$ cat config.mk
export PLATFORM = sky130hd
export DESIGN_NAME = contador_secuenciador
export DESIGN_NICKNAME = d
export VERILOG_FILES = /design/src/rtl/contador_secuenciador.sv
export SDC_FILE = /design/constraint.sdc
export NUM_CORES = 1
export LEC_CHECK = 0
export ABC_AREA = 1
export CAP_MARGIN = 0
export CORE_MARGIN = 2
export CORE_UTILIZATION = 48
export DETAILED_ROUTE_END_ITERATION = 10
export PLACE_DENSITY = 0.76
export SYNTH_ARGS = -nofsm -noshare
export SYNTH_HDL_FRONTEND = slang
export SYNTH_SLANG_ARGS = --single-unit
$ cat constraint.sdc
create_clock -name CLK -period 1.65 [get_ports CLK]
set_clock_uncertainty 0.05 [all_clocks]
set_input_delay 0.33 -clock CLK [delete_from_list [all_inputs] [get_ports CLK]]
set_output_delay 0.33 -clock CLK [all_outputs]
set_load 0.05 [all_outputs]
$ cat src/rtl/contador_secuenciador.sv
// Job sequencer for the N-bit counter datapath: preload, confirm the load on Q,
// then count for a programmed number of enabled cycles while tallying RCO events.
module contador_secuenciador #(
  parameter int N     = 4,
  parameter int STEPW = 8,
  parameter int TMO   = 4
) (
  input  logic             CLK,
  input  logic             Reset,
  input  logic             iStart,
  input  logic             iAbort,
  input  logic [1:0]       iModo,
  input  logic [N-1:0]     iCarga,
  input  logic [STEPW-1:0] iPasos,
  input  logic [N-1:0]     iQ,
  input  logic             iRCO,
  output logic [1:0]       oModo,
  output logic             oENB,
  output logic [N-1:0]     oD,
  output logic             oBusy,
  output logic             oDone,
  output logic             oErr,
  output logic [STEPW-1:0] oNumRCO
);

  localparam int TW = $clog2(TMO + 1);
  localparam logic [STEPW-1:0] ONE = 1;
  localparam logic [TW-1:0]    TMO_LAST = TW'(TMO - 1);
  localparam logic [1:0]       M_LOAD = 2'b11;

  typedef enum logic [2:0] {S_IDLE, S_LOAD, S_CHECK, S_RUN, S_DONE, S_ERR} state_t;

  state_t           state_q;
  logic [1:0]       modo_cap_q;
  logic [N-1:0]     carga_q;
  logic [STEPW-1:0] pasos_q;
  logic [STEPW-1:0] step_q;
  logic [TW-1:0]    tmo_q;
  logic [1:0]       modo_q;
  logic             enb_q;
  logic [N-1:0]     d_q;
  logic             busy_q;
  logic             done_q;
  logic             err_q;
  logic [STEPW-1:0] nrco_q;

  // The counter registers RCO with Q, so the carry of the last RUN step shows up in DONE.
  logic rco_win;
  assign rco_win = (state_q == S_RUN) || (state_q == S_DONE);

  always_ff @(posedge CLK or posedge Reset) begin
    if (Reset) begin
      state_q    <= S_IDLE;
      modo_cap_q <= '0;
      carga_q    <= '0;
      pasos_q    <= '0;
      step_q     <= '0;
      tmo_q      <= '0;
      modo_q     <= '0;
      enb_q      <= 1'b0;
      d_q        <= '0;
      busy_q     <= 1'b0;
      done_q     <= 1'b0;
      err_q      <= 1'b0;
      nrco_q     <= '0;
    end else begin
      done_q <= 1'b0;
      if (iAbort) begin
        state_q <= S_IDLE;
        modo_q  <= '0;
        enb_q   <= 1'b0;
        busy_q  <= 1'b0;
      end else begin
        if (rco_win && iRCO && (nrco_q != '1)) nrco_q <= nrco_q + ONE;
        case (state_q)
          S_IDLE: begin
            if (iStart) begin
              modo_cap_q <= iModo;
              carga_q    <= iCarga;
              pasos_q    <= iPasos;
              err_q      <= 1'b0;
              nrco_q     <= '0;
              d_q        <= iCarga;
              modo_q     <= M_LOAD;
              enb_q      <= 1'b1;
              busy_q     <= 1'b1;
              state_q    <= S_LOAD;
            end
          end
          S_LOAD: begin
            enb_q   <= 1'b0;
            tmo_q   <= '0;
            state_q <= S_CHECK;
          end
          S_CHECK: begin
            if (iQ == carga_q) begin
              if (modo_cap_q == M_LOAD || pasos_q == '0) begin
                modo_q  <= '0;
                busy_q  <= 1'b0;
                done_q  <= 1'b1;
                state_q <= S_DONE;
              end else begin
                step_q  <= pasos_q;
                modo_q  <= modo_cap_q;
                enb_q   <= 1'b1;
                state_q <= S_RUN;
              end
            end else if (tmo_q == TMO_LAST) begin
              modo_q  <= '0;
              busy_q  <= 1'b0;
              err_q   <= 1'b1;
              state_q <= S_ERR;
            end else begin
              tmo_q <= tmo_q + 1'b1;
            end
          end
          S_RUN: begin
            step_q <= step_q - ONE;
            if (step_q == ONE) begin
              modo_q  <= '0;
              enb_q   <= 1'b0;
              busy_q  <= 1'b0;
              done_q  <= 1'b1;
              state_q <= S_DONE;
            end
          end
          S_DONE:  state_q <= S_IDLE;
          S_ERR:   state_q <= S_IDLE;
          default: state_q <= S_IDLE;
        endcase
      end
    end
  end

  assign oModo   = modo_q;
  assign oENB    = enb_q;
  assign oD      = d_q;
  assign oBusy   = busy_q;
  assign oDone   = done_q;
  assign oErr    = err_q;
  assign oNumRCO = nrco_q;

endmodule

After elaboration in Yosys (flattened, before gate mapping) --
Index checks and enable logic that the tools add are counted.
Storage, ports and cells: output and inout bits 18, register bits after elaboration 42, logic and storage cells 99, input bits 23
Operators by class: equal/unequal tests 21, mux-type cells 43, add/subtract/negate cells 3, bitwise operators 1, reduce and logical (&&, ||, !) cells 19
Operators with widths (count):
- two-way mux 8 bit | 5
- two-way mux 3 bit | 8
- two-way mux 1 bit | 16
- one-hot mux 8 bit (2 select lines) | 1
- AND reduction 5 bit | 3
- two-way mux 2 bit | 6
- inequality test 2 bit, second input constant | 6
- one-hot mux 3 bit (4 select lines) | 1
- AND reduction 4 bit | 3
- == test 3 x 2 -> 1 bit, second input constant | 3
- inequality test 3 bit, second input constant | 3
- adder 8 x 1 -> 8 bit, second input constant | 1
- == test 8 x 1 -> 1 bit, second input constant | 1
- logical NOT 8 bit | 1
- inequality test 4 bit, second input constant | 2
- inequality test 8 bit, second input constant | 1
- subtractor 8 x 1 -> 8 bit, second input constant | 1
- one-hot mux 2 bit (3 select lines) | 1
- one-hot mux 3 bit (2 select lines) | 1
- AND reduction 3 bit | 2
- nonzero test 2 bit | 3
- nonzero test 5 bit | 1
- == test 4 bit | 1
- one-hot mux 1 bit (2 select lines) | 2
- 12 further kinds | 14

Logic depth before layout (Yosys ltp) --
Gate-level depths: netlist of run 1.
depth in word-level cells 7, mapped depth 11, mapped depth without buffers 11

Worst setup path before layout of run 1 --
OpenSTA, ideal clock, no wires.
kind flip-flop to flip-flop, from register nrco_q[0] (netlist: oNumRCO[0]), to register nrco_q[1] (netlist: oNumRCO[1]), library setup time 122 ps, setup slack -389 ps, path buffers 0, stages on the path, launching flop included 9, arrival time 1867 ps, period minus slack after synthesis 2039 ps, required time 1478 ps, cell sequence dfrtp_1 ha_1 nand2_1 nor3_1 nand2_1 nand3_1 nor2_1 o21ai_0 nor2_1
On the way: cells in the longest elaborated chain, start to end 5, elaborated cells on any way between the ends 6, classes of those cells add/sub (1); eq/ne (1); mux (3); reduce/logical (1)
Ends and longest elaborated chain:
- start, declared | RTL line 45 | logic [STEPW-1:0] nrco_q;
- start signal, assigned | RTL line 74 | if (rco_win && iRCO && (nrco_q != '1)) nrco_q <= nrco_q + ONE;
- branches (longest 2 deep; another with adder 8 x 1 -> 8 bit)
- two-way mux 8 bit (*) | RTL line 74
- two-way mux 8 bit | RTL line 77 | if (iStart) begin
- two-way mux 8 bit (*) | RTL line 75 | case (state_q)
Mark *: on every way between the ends. A chain may end at the register's enable or synchronous reset.

==> run_results.csv, run 1 <==
group,metric,value,unit
sta,setup_violations,6,
floorplanning,core-area,0.00482,sq mm
outcome,outcome,"finished with violations",
clock_network,cts_sinks,42,
finish,area_growth,50.0,%
outcome,violations,"negative setup slack",
floorplanning,boundaryPins,41,
sta,finalSetupTns,-77.7,ps
sta,hold_viol,0,
sta,layout_min_cycle_time,1670,ps
power,pwr-share-seq,27.9,%
detailed_routing,drc,0,
finish,diodes,0,
clock_network,cts.clk_slew.worst_paths,80,ps
detailed_routing,wl_per_cell,13.5,um
power,p_per_area,1700,mW/mm^2
detailed_routing,vias,2524,
power,ir_drop,1.35,mV
setup_path,cpMostUsedCell,"nand2_4",
yosys,yosysUniqueCellTypes,29,
clock_network,h-tree-depth,2,
place,dp.final_hpwl,4.36,mm
detailed_routing,via_per_inst,5.09,
finish,fillers,361,
clock_network,numCtsBuffers,5,
yosys,netlist_area,0.00244,sq mm
hold_path,hold_class,"in2async",
detailed_routing,ant_nets,0,
floorplanning,die_h,75.4,um
yosys,avgSynthCellArea,7.02,sq um
clock_network,cts_hold_buf,0,
setup_path,slowest_stage,"dfrtp_1",
place,io_buffers,40,
sta,slew_headroom,80.7,%
global_routing,overflow,0,
yosys,synth_warnings,0,
setup_path,worst_path_largest_cell_delay,370,ps
power,p_clk_share,13.7,%
setup_path,crit_fanout,9,
floorplanning,num_rows,25,
floorplanning,dieArea,0.00568,sq mm
detailed_routing,drt_first_pass_iters,6,
clock_network,clock-root-buffer,"clkbuf_8",
global_routing,grt_max_degree,43,
setup_path,critPathKind,"reg2reg",
finish,drive_above_1_share,28.0,%
setup_path,critPathRequiredTime,1790,ps
run,maxCapViolations,0,
detailed_routing,wl,6.71,mm
finish,finalNetCount,456,
global_routing,grt_usage,23.0,%
setup_path,critPathLaunchType,"flip-flop",
global_routing,antenna_found_initial,0,
sta,timing.final.crit_share,101,%
sta,final-max-slew-violation-count,0,
power,comb_power_share,58.4,%
yosys,synth_cells,348,
sta,fmax,0.598,GHz
detailed_routing,drt_iter0_markers,307,
power,p_int,3440,uW
sta,rsz0062_at_grt,"yes",
setup_path,cp.arrival,1810,ps
finish,final_core_util,76.1,%
global_routing,grt_pass1_vias,2231,
yosys,ys_seq_elements,42,
sta,worstMarginPinSlew,289,ps
setup_path,ff2ff_setup_slack,-20,ps
floorplanning,start_util,50.7,%
place,globalplace.congestion,0.945,
power,p_sw_share,44.9,%
clock_network,cts_tree,"done",
sta,setup_ws,-22.2,ps
yosys,ys_seq_area_share,43.0,%
setup_path,endpoint_kind,"flip-flop",
clock_network,cts_max_path_buffers,2,
power,p_leak,0.00184,uW
global_routing,grt_pass1_wl,9.87,mm
power,switching_power,2800,uW
floorplanning,die_width,75.4,um
clock_network,clk_latency,300,ps
setup_path,crit_chain,"ha_2 > ha_4 > inv_2 > nand2_4 > inv_4 > nor3_4 > buf_4 > nand2_4 > inv_6 > o21ai_0",
yosys,synth_nets,376,
cell families after synthesis:
| kind of cell | share of synthesized area [%] |
|---|---|
| buf+inv | 8.40 |
| fa+ha+maj | 2.56 |
| simple gates | 37.4 |
| flops | 43.0 |
| xor+xnor | 0.358 |
| compound gates | 8.24 |
cell usage after synthesis:
cell / count / area share [%]
nand2_1: 128 / 20
nor2_1: 44 / 6.8
dfrtp_1: 42 / 43
inv_1: 38 / 5.8
o21ai_0: 25 / 5.1
nand3_1: 17 / 3.5
nand4_1: 7 / 1.8
a21oi_1: 6 / 1.2
nor3_1: 6 / 1.2
ha_1: 5 / 2.6
nand2_4: 4 / 1.8
nor2_2: 3 / 0.77
a31oi_1: 2 / 0.51
buf_2: 2 / 0.41
buf_6: 2 / 0.92
clkbuf_1: 2 / 0.31
inv_2: 2 / 0.31
o21ai_1: 2 / 0.41
a21oi_2: 1 / 0.36
and2_1: 1 / 0.26
inv_4: 1 / 0.26
inv_6: 1 / 0.36
nand2_2: 1 / 0.26
nor2_4: 1 / 0.46
nor3_4: 1 / 0.67
o22ai_1: 1 / 0.26
o32ai_1: 1 / 0.36
or2_2: 1 / 0.26
xor2_1: 1 / 0.36
state kept, by name, indices dropped and copies added, names as in the netlist, 2 cells and up:
register,cells
pasos_q,8
tmo_q,3
oModo,2
modo_cap_q,2
oD,4
state_q,3
oNumRCO,8
step_q,8
cells in the final DEF (no fill, tap or decap), drive strengths merged:
cell / instances
inv: 43
clkinv: 1
nand4: 7
bufinv: 1
dlymetal6s2s: 3
clkbuf: 9
a31oi: 2
nor2: 48
buf: 52
a21oi: 7
xor2: 1
nor3: 7
and2: 1
o22ai: 1
nand2: 134
clkdlybuf4s50: 19
o21ai: 27
or2: 1
ha: 5
o32ai: 1
nand3: 17
dfrtp: 42
layout make-up:
| cell class | instances | area, sq um | share of cell area (%) |
|---|---|---|---|
| Multi-Input combinational cell | 259 | 1350 | 36.7 |
| Inverter | 42 | 178 | 4.85 |
| Tap cell | 67 | 83.8 | 2.29 |
| Clock buffer | 7 | 86.3 | 2.36 |
| Clock inverter | 1 | 30.0 | 0.819 |
| Timing Repair inverter | 2 | 17.5 | 0.478 |
| Timing Repair Buffer | 76 | 860 | 23.5 |
| Sequential cell | 42 | 1060 | 29.1 |
critical path, delay by kind of cell, from the launching register on:
family	cells	cell delay, ps
adders and majority gates	2	310
and+or+nand+nor	3	390
AOI/OAI and AO/OA	1	80
DFF	1	370
buffers and inverters	4	360
stage by stage:
step	worst slack [ps]	total power, uW	instance area, sq um	hold WS [ps]	cells
after floorplan	-50.2	3540	2460	390	348
after global placement	-252	4650	3240	415	474
after detailed placement	-314	4730	3240	427	474
after CTS	1.88	5620	3370	338	482
after global routing	-91.9	6650	3660	388	496
final	-22.2	6240	3660	330	496
worst paths after layout:
path,from,to,depth (start not counted)
worst max register to register,tmo_q[1],pasos_q[6],10
min in group CLK,oBusy,oBusy,2
worst min register to register,oBusy,oBusy,2
max in group asynchronous,Reset,oD[3],3
worst max-delay path,tmo_q[1],pasos_q[6],10
worst min-delay path,Reset,pasos_q[3],3
power by group through the flow:
stage / sequential [uW] / combinational, uW / clock [uW]
after floorplan: 2090 / 1450 / 0
after global placement: 1730 / 2920 / 0
after detailed placement: 1740 / 2990 / 0
after CTS: 1730 / 3030 / 864
after global routing: 1790 / 3950 / 915
final: 1740 / 3640 / 856
timing repair:
item                       4_1_cts  5_1_grt
setup buffers                    0        9
resized for setup                2       51
setup endpoints to repair        4       41
pin swaps                        0       17
cloned                           0        5
routing by layer:
layer / GRT usage (%) / part of all wire [%] / vias to the layer above
met5: 0 / 0 / -
met4: 7.60 / 1.3 / 0
met3: 4.63 / 6.1 / 6
met2: 35.7 / 49 / 102
met1: 32.4 / 43 / 1165
li1: - / - / 1251
Note: power is estimated with default switching activity, not from simulation.
==> inputs of run 2 (changes only) <==
--- a/config.mk
+++ b/config.mk
@@ -10,7 +10,7 @@
 export CORE_MARGIN = 2
 export CORE_UTILIZATION = 48
 export DETAILED_ROUTE_END_ITERATION = 10
-export PLACE_DENSITY = 0.76
+export PLACE_DENSITY_LB_ADDON = 0.1
 export SYNTH_ARGS = -nofsm -noshare
 export SYNTH_HDL_FRONTEND = slang
 export SYNTH_SLANG_ARGS = --single-unit
==> constraint.sdc (replaced) <==
create_clock -name CLK -period 1.65 [get_ports CLK]
set_clock_uncertainty 0.05 [all_clocks]
set_input_delay 0.33 -clock CLK [delete_from_list [all_inputs] [get_ports CLK]]
set_output_delay 0.33 -clock CLK [all_outputs]
set_load 0.02 [all_outputs]
==> run_results.csv, run 2 (synthesis results as in run 1) <==
group,metric,value,unit
finish,final_common_cell,"nand2_1",
place,io_buffers,40,
setup_path,endpoint_kind,"primary output",
place,dp.final_hpwl,4.23,mm
global_routing,grt_pass1_wl,9.84,mm
detailed_routing,via_per_inst,4.91,
floorplanning,dieArea,0.00568,sq mm
detailed_routing,wl_per_cell,12.3,um
sta,rsz0062_at_grt,"yes",
sta,layout_min_cycle_time,1600,ps
global_routing,grt_max_degree,43,
setup_path,cp_top_family,"buffers and inverters",
floorplanning,boundaryPins,41,
sta,final-max-slew-violation-count,0,
place,dpl.cell_count,479,
detailed_routing,wl,6.08,mm
setup_path,worst-path-buf-inv,1,
finish,diodes,0,
floorplanning,die_h,75.4,um
clock_network,cts_tree,"done",
setup_path,cp.arrival,1220,ps
place,dpl_worst_slack,-291,ps
global_routing,antenna_found_initial,0,
detailed_routing,wl_met2,2.89,mm
clock_network,clk_latency,300,ps
global_routing,grt_usage,22.9,%
clock_network,cts.clk_slew.worst_paths,80,ps
setup_path,crit_fanout,1,
floorplanning,die_width,75.4,um
setup_path,ff2ff_setup_slack,60,ps
place,globalplace.congestion,0.869,
clock_network,clock-root-buffer,"clkbuf_8",
setup_path,r2r_cells,10,
power,ir_drop,0.871,mV
setup_path,critPathLaunchType,"flip-flop",
setup_path,slowest_stage,"clkdlybuf4s50_1",
setup_path,critPathKind,"reg2out",
run,maxCapViolations,0,
detailed_routing,ant_nets,0,
sta,hold_viol,0,
sta,finalSetupTns,0,ps
sta,timing.final.crit_share,96.7,%
floorplanning,start_util,50.7,%
setup_path,critPathRequiredTime,1270,ps
global_routing,grt_pass1_vias,2156,
floorplanning,core-area,0.00482,sq mm
detailed_routing,drt_first_pass_iters,5,
power,p_total,5260,uW
clock_network,h-tree-depth,2,
global_routing,overflow,0,
sta,slew_headroom,77.9,%
sta,worstMarginPinSlew,328,ps
finish,finalNetCount,454,
power,p_per_area,1520,mW/mm^2
detailed_routing,routed.top_layer,"met4",
detailed_routing,wl_met3,286,um
clock_network,cts_max_path_buffers,2,
finish,stdcell_count,494,
finish,area_growth,41.7,%
detailed_routing,drc,0,
clock_network,cts_sinks,42,
setup_path,crit_chain,"clkdlybuf4s50_1",
finish,fillers,436,
setup_path,worst_path_largest_cell_delay,590,ps
detailed_routing,drt_iter0_markers,157,
power,p_leak,0.00182,uW
hold_path,hold_class,"in2async",
sta,fmax,0.627,GHz
clock_network,numCtsBuffers,5,
floorplanning,num_rows,25,
setup_path,timing.rr.end,"oNumRCO[1]",
outcome,outcome,"completed",
finish,final_cell_mix,"122 x nand2_1, 39 x nor2_1, 39 x dfrtp_1, 36 x inv_1, 31 x buf_4",
sta,setup_ws,54.8,ps
setup_path,r2r-start,"tmo_q[1]",
finish,drive_above_1_share,20.1,%
detailed_routing,vias,2427,
sta,setup_violations,0,
detailed_routing,drt-met1-wl,2.83,mm
==> run 2: changes by cell type in the layout (fill, tap and decap cells not counted), moves of 8 or more <==
cell | before | now
dfrtp_1 | 31 | 39
dfrtp_2 | 11 | 3
buf_12 | 15 | 3
nand2_1 | 111 | 122
dlygate4sd2_1 | 0 | 16
==> run 2: cell type report <==
class                      instances  area (sq um)  share of cell area (%)
multi-input combinational        258          1310                    37.8
clock buffer                       8           110                    3.18
timing repair buffer              77           734                    21.2
inverter                          42           170                    4.92
tap                               67          83.8                    2.42
sequential                        42          1050                    30.5
==> run 2: worst max-delay path by stage <==
| stage | from | endpoint | cells past startpoint |
|---|---|---|---|
| 6_report | oDone | oDone | 1 |
| 5_1_grt | state_q[2] | oNumRCO[3] | 10 |
| 4_1_cts | tmo_q[1] | oNumRCO[1] | 10 |
| 3_3_place_gp | iQ[1] | oBusy | 11 |
| 3_5_place_dp | iQ[1] | oModo[0] | 11 |
| 2_1_floorplan | oNumRCO[0] | oNumRCO[1] | 8 |
==> run 2: routing by layer <==
metal	up-vias	global-route usage [%]
met1	1109	32.1
met3	9	3.57
met5	-	0
met2	59	36.3
met4	0	7.80
li1	1250	-
==> run 2: tightest hold or removal path, cell delays in order <==
cell             delay [ps]
clkdlybuf4s50_1         390
inv_1                    90
buf_12                  250
==> run 2: power by group <==
group,internal (uW),switching [uW]
registers,1410,305
clock network,423,359
logic,1160,1600
==> run 2: stage by stage <==
step / hold WS (ps) / utilization, % / area (sq um)
after floorplan: 390 / - / 2450
after global placement: 407 / 65.3 / 3150
after detailed placement: 419 / 65.3 / 3150
after CTS: 351 / 68.1 / 3280
after global routing: 416 / 71.9 / 3460
final: 338 / 71.9 / 3460
==> run 2: what timing repair did <==
action | CTS | global route
resized for setup | 22 | 36
setup endpoints to repair | 22 | 42
gates cloned | 0 | 1
buffers inserted | 3 | 3
pin swaps | 4 | 11
hold buffers | 0 | 0
==> inputs of run 3 (changes only) <==
--- a/config.mk
+++ b/config.mk
@@ -8,7 +8,8 @@
 export ABC_AREA = 1
 export CAP_MARGIN = 0
 export CORE_MARGIN = 2
-export CORE_UTILIZATION = 48
+export CORE_UTILIZATION = 50
+export CTS_BUF_LIST = sky130_fd_sc_hd__clkbuf_8
 export DETAILED_ROUTE_END_ITERATION = 10
 export PLACE_DENSITY_LB_ADDON = 0.1
 export SYNTH_ARGS = -nofsm -noshare
==> run_results.csv, run 3 (synthesis results as in run 1) <==
group,metric,value,unit
outcome,outcome,"completed",
finish,drive_above_1_share,23.2,%
place,dpl.cell_count,472,
detailed_routing,drt_first_pass_iters,4,
setup_path,crit_fanout,8,
floorplanning,core-area,0.00472,sq mm
setup_path,critPathKind,"reg2reg",
sta,hold_viol,0,
finish,fin_area,0.00349,sq mm
sta,layout_min_cycle_time,1650,ps
detailed_routing,wl_per_cell,12.5,um
global_routing,grt_pass1_wl,9.77,mm
place,globalplace.congestion,0.892,
setup_path,timing.rr.end,"step_q[1]",
floorplanning,num_rows,25,
place,placement.cell_area,0.00311,sq mm
power,p_leak,0.00186,uW
clock_network,cts_tree,"done",
finish,finalNetCount,450,
sta,worstMarginPinSlew,292,ps
floorplanning,die_h,73.9,um
global_routing,overflow,0,
setup_path,cp.arrival,1820,ps
setup_path,r2r_cells,8,
finish,area_growth,43.0,%
global_routing,grt_max_degree,43,
finish,final_cell_mix,"104 x nand2_1, 39 x inv_1, 39 x nor2_1, 38 x dfrtp_1, 27 x buf_4",
finish,diodes,0,
global_routing,antenna_found_initial,0,
detailed_routing,ant_nets,0,
place,io_buffers,40,
setup_path,r2r-start,"pasos_q[0]",
detailed_routing,drc,0,
floorplanning,dieArea,0.00546,sq mm
global_routing,grt_pass1_vias,2238,
finish,final_common_cell,"nand2_1",
setup_path,crit_path_end,"step_q[1]",
finish,final_core_util,74.0,%
clock_network,cts_hold_buf,0,
clock_network,clock-root-buffer,"clkbuf_8",
global_routing,grt_usage,23.2,%
floorplanning,die_width,73.9,um
clock_network,cts_max_path_buffers,2,
power,ir_drop,0.857,mV
detailed_routing,via_per_inst,5.12,
sta,whs,344,ps
sta,setup_violations,0,
sta,fmax,0.607,GHz
setup_path,endpoint_kind,"flip-flop",
setup_path,critPathLaunch,"pasos_q[0]",
detailed_routing,vias,2511,
floorplanning,boundaryPins,41,
floorplanning,start_util,51.7,%
setup_path,ff2ff_setup_slack,4,ps
clock_network,cts.clk_slew.worst_paths,80,ps
detailed_routing,wl,6.13,mm
clock_network,cts_sinks,42,
clock_network,numCtsBuffers,5,
sta,slew_headroom,80.5,%
sta,final-max-slew-violation-count,0,
setup_path,critPathRequiredTime,1820,ps
sta,rsz0062_at_grt,"yes",
power,p_total,5490,uW
power,p_per_area,1570,mW/mm^2
detailed_routing,drt_iter0_markers,198,
sta,timing.final.crit_share,99.8,%
setup_path,critPathLaunchType,"flip-flop",
clock_network,clk_latency,300,ps
finish,stdcell_count,490,
hold_path,hold_class,"in2async",
place,dp.final_hpwl,4.18,mm
clock_network,h-tree-depth,2,
run,maxCapViolations,0,
[run 3: changes by cell type in the layout (fill, tap and decap cells not counted), moves of 4 or more]
cell,change
nand2_4,+4
nand2_1,-18
o21ai_0,-4
nand2_2,+14
buf_4,-4
[run 3: worst min-delay path by stage]
stage	slack, ps	to	cells after the start
final	340	pasos_q[7]	3
after detailed placement	430	oBusy	2
after CTS	340	state_q[1]	3
after floorplan	390	modo_cap_q[1]	2
after global placement	420	tmo_q[1]	2
after global routing	380	state_q[0]	3
[run 3: per-layer routing]
metal	wire length, um	vias up	track usage [%]
met1	2810	1179	32.0
met2	2900	77	36.6
met3	323	13	4.94
li1	-	1242	-
met5	0	-	0
met4	94	0	7.47
[run 3: worst max-delay path: stages (launching register included)]
cell and delay (ps):
dfrtp_1 420, nor2_1 140, nand2_1 70, o21ai_0 270, nand2_1 130, nand2_2 110
nor2_4 60, clkbuf_16 160, o21ai_1 150
[run 3: through the flow]
step                      setup TNS [ps]  setup WS [ps]
after floorplan                        0           35.7
final                                  0           3.54
after global routing                -792          -94.0
after global placement             -8420           -259
after detailed placement          -10100           -325
after CTS                              0           1.48
[run 3: area by class of cell]
cell class / instances / area [sq um]
fill: 383 / 1230
clock inverter: 3 / 37.5
inverter: 42 / 170
clock buffer: 5 / 68.8
sequential: 42 / 1060
timing repair buffer: 73 / 719
multi-input combinational: 258 / 1360
tap: 67 / 83.8
[run 3: where the power goes]
group          total (uW)  switching (uW)  internal, uW
registers            1750             336          1410
logic                2940            1690          1250
clock network         800             359           441
total                5490            2380          3110
[run 3: timing repair]
| action | in CTS | in global routing |
|---|---|---|
| endpoints found under the hold margin | 0 | 0 |
| pin swaps | 1 | 21 |
| endpoints found under the setup margin | 29 | 43 |
| gates cloned | 0 | 1 |
| buffers inserted | 3 | 6 |
| resized for setup | 15 | 66 |
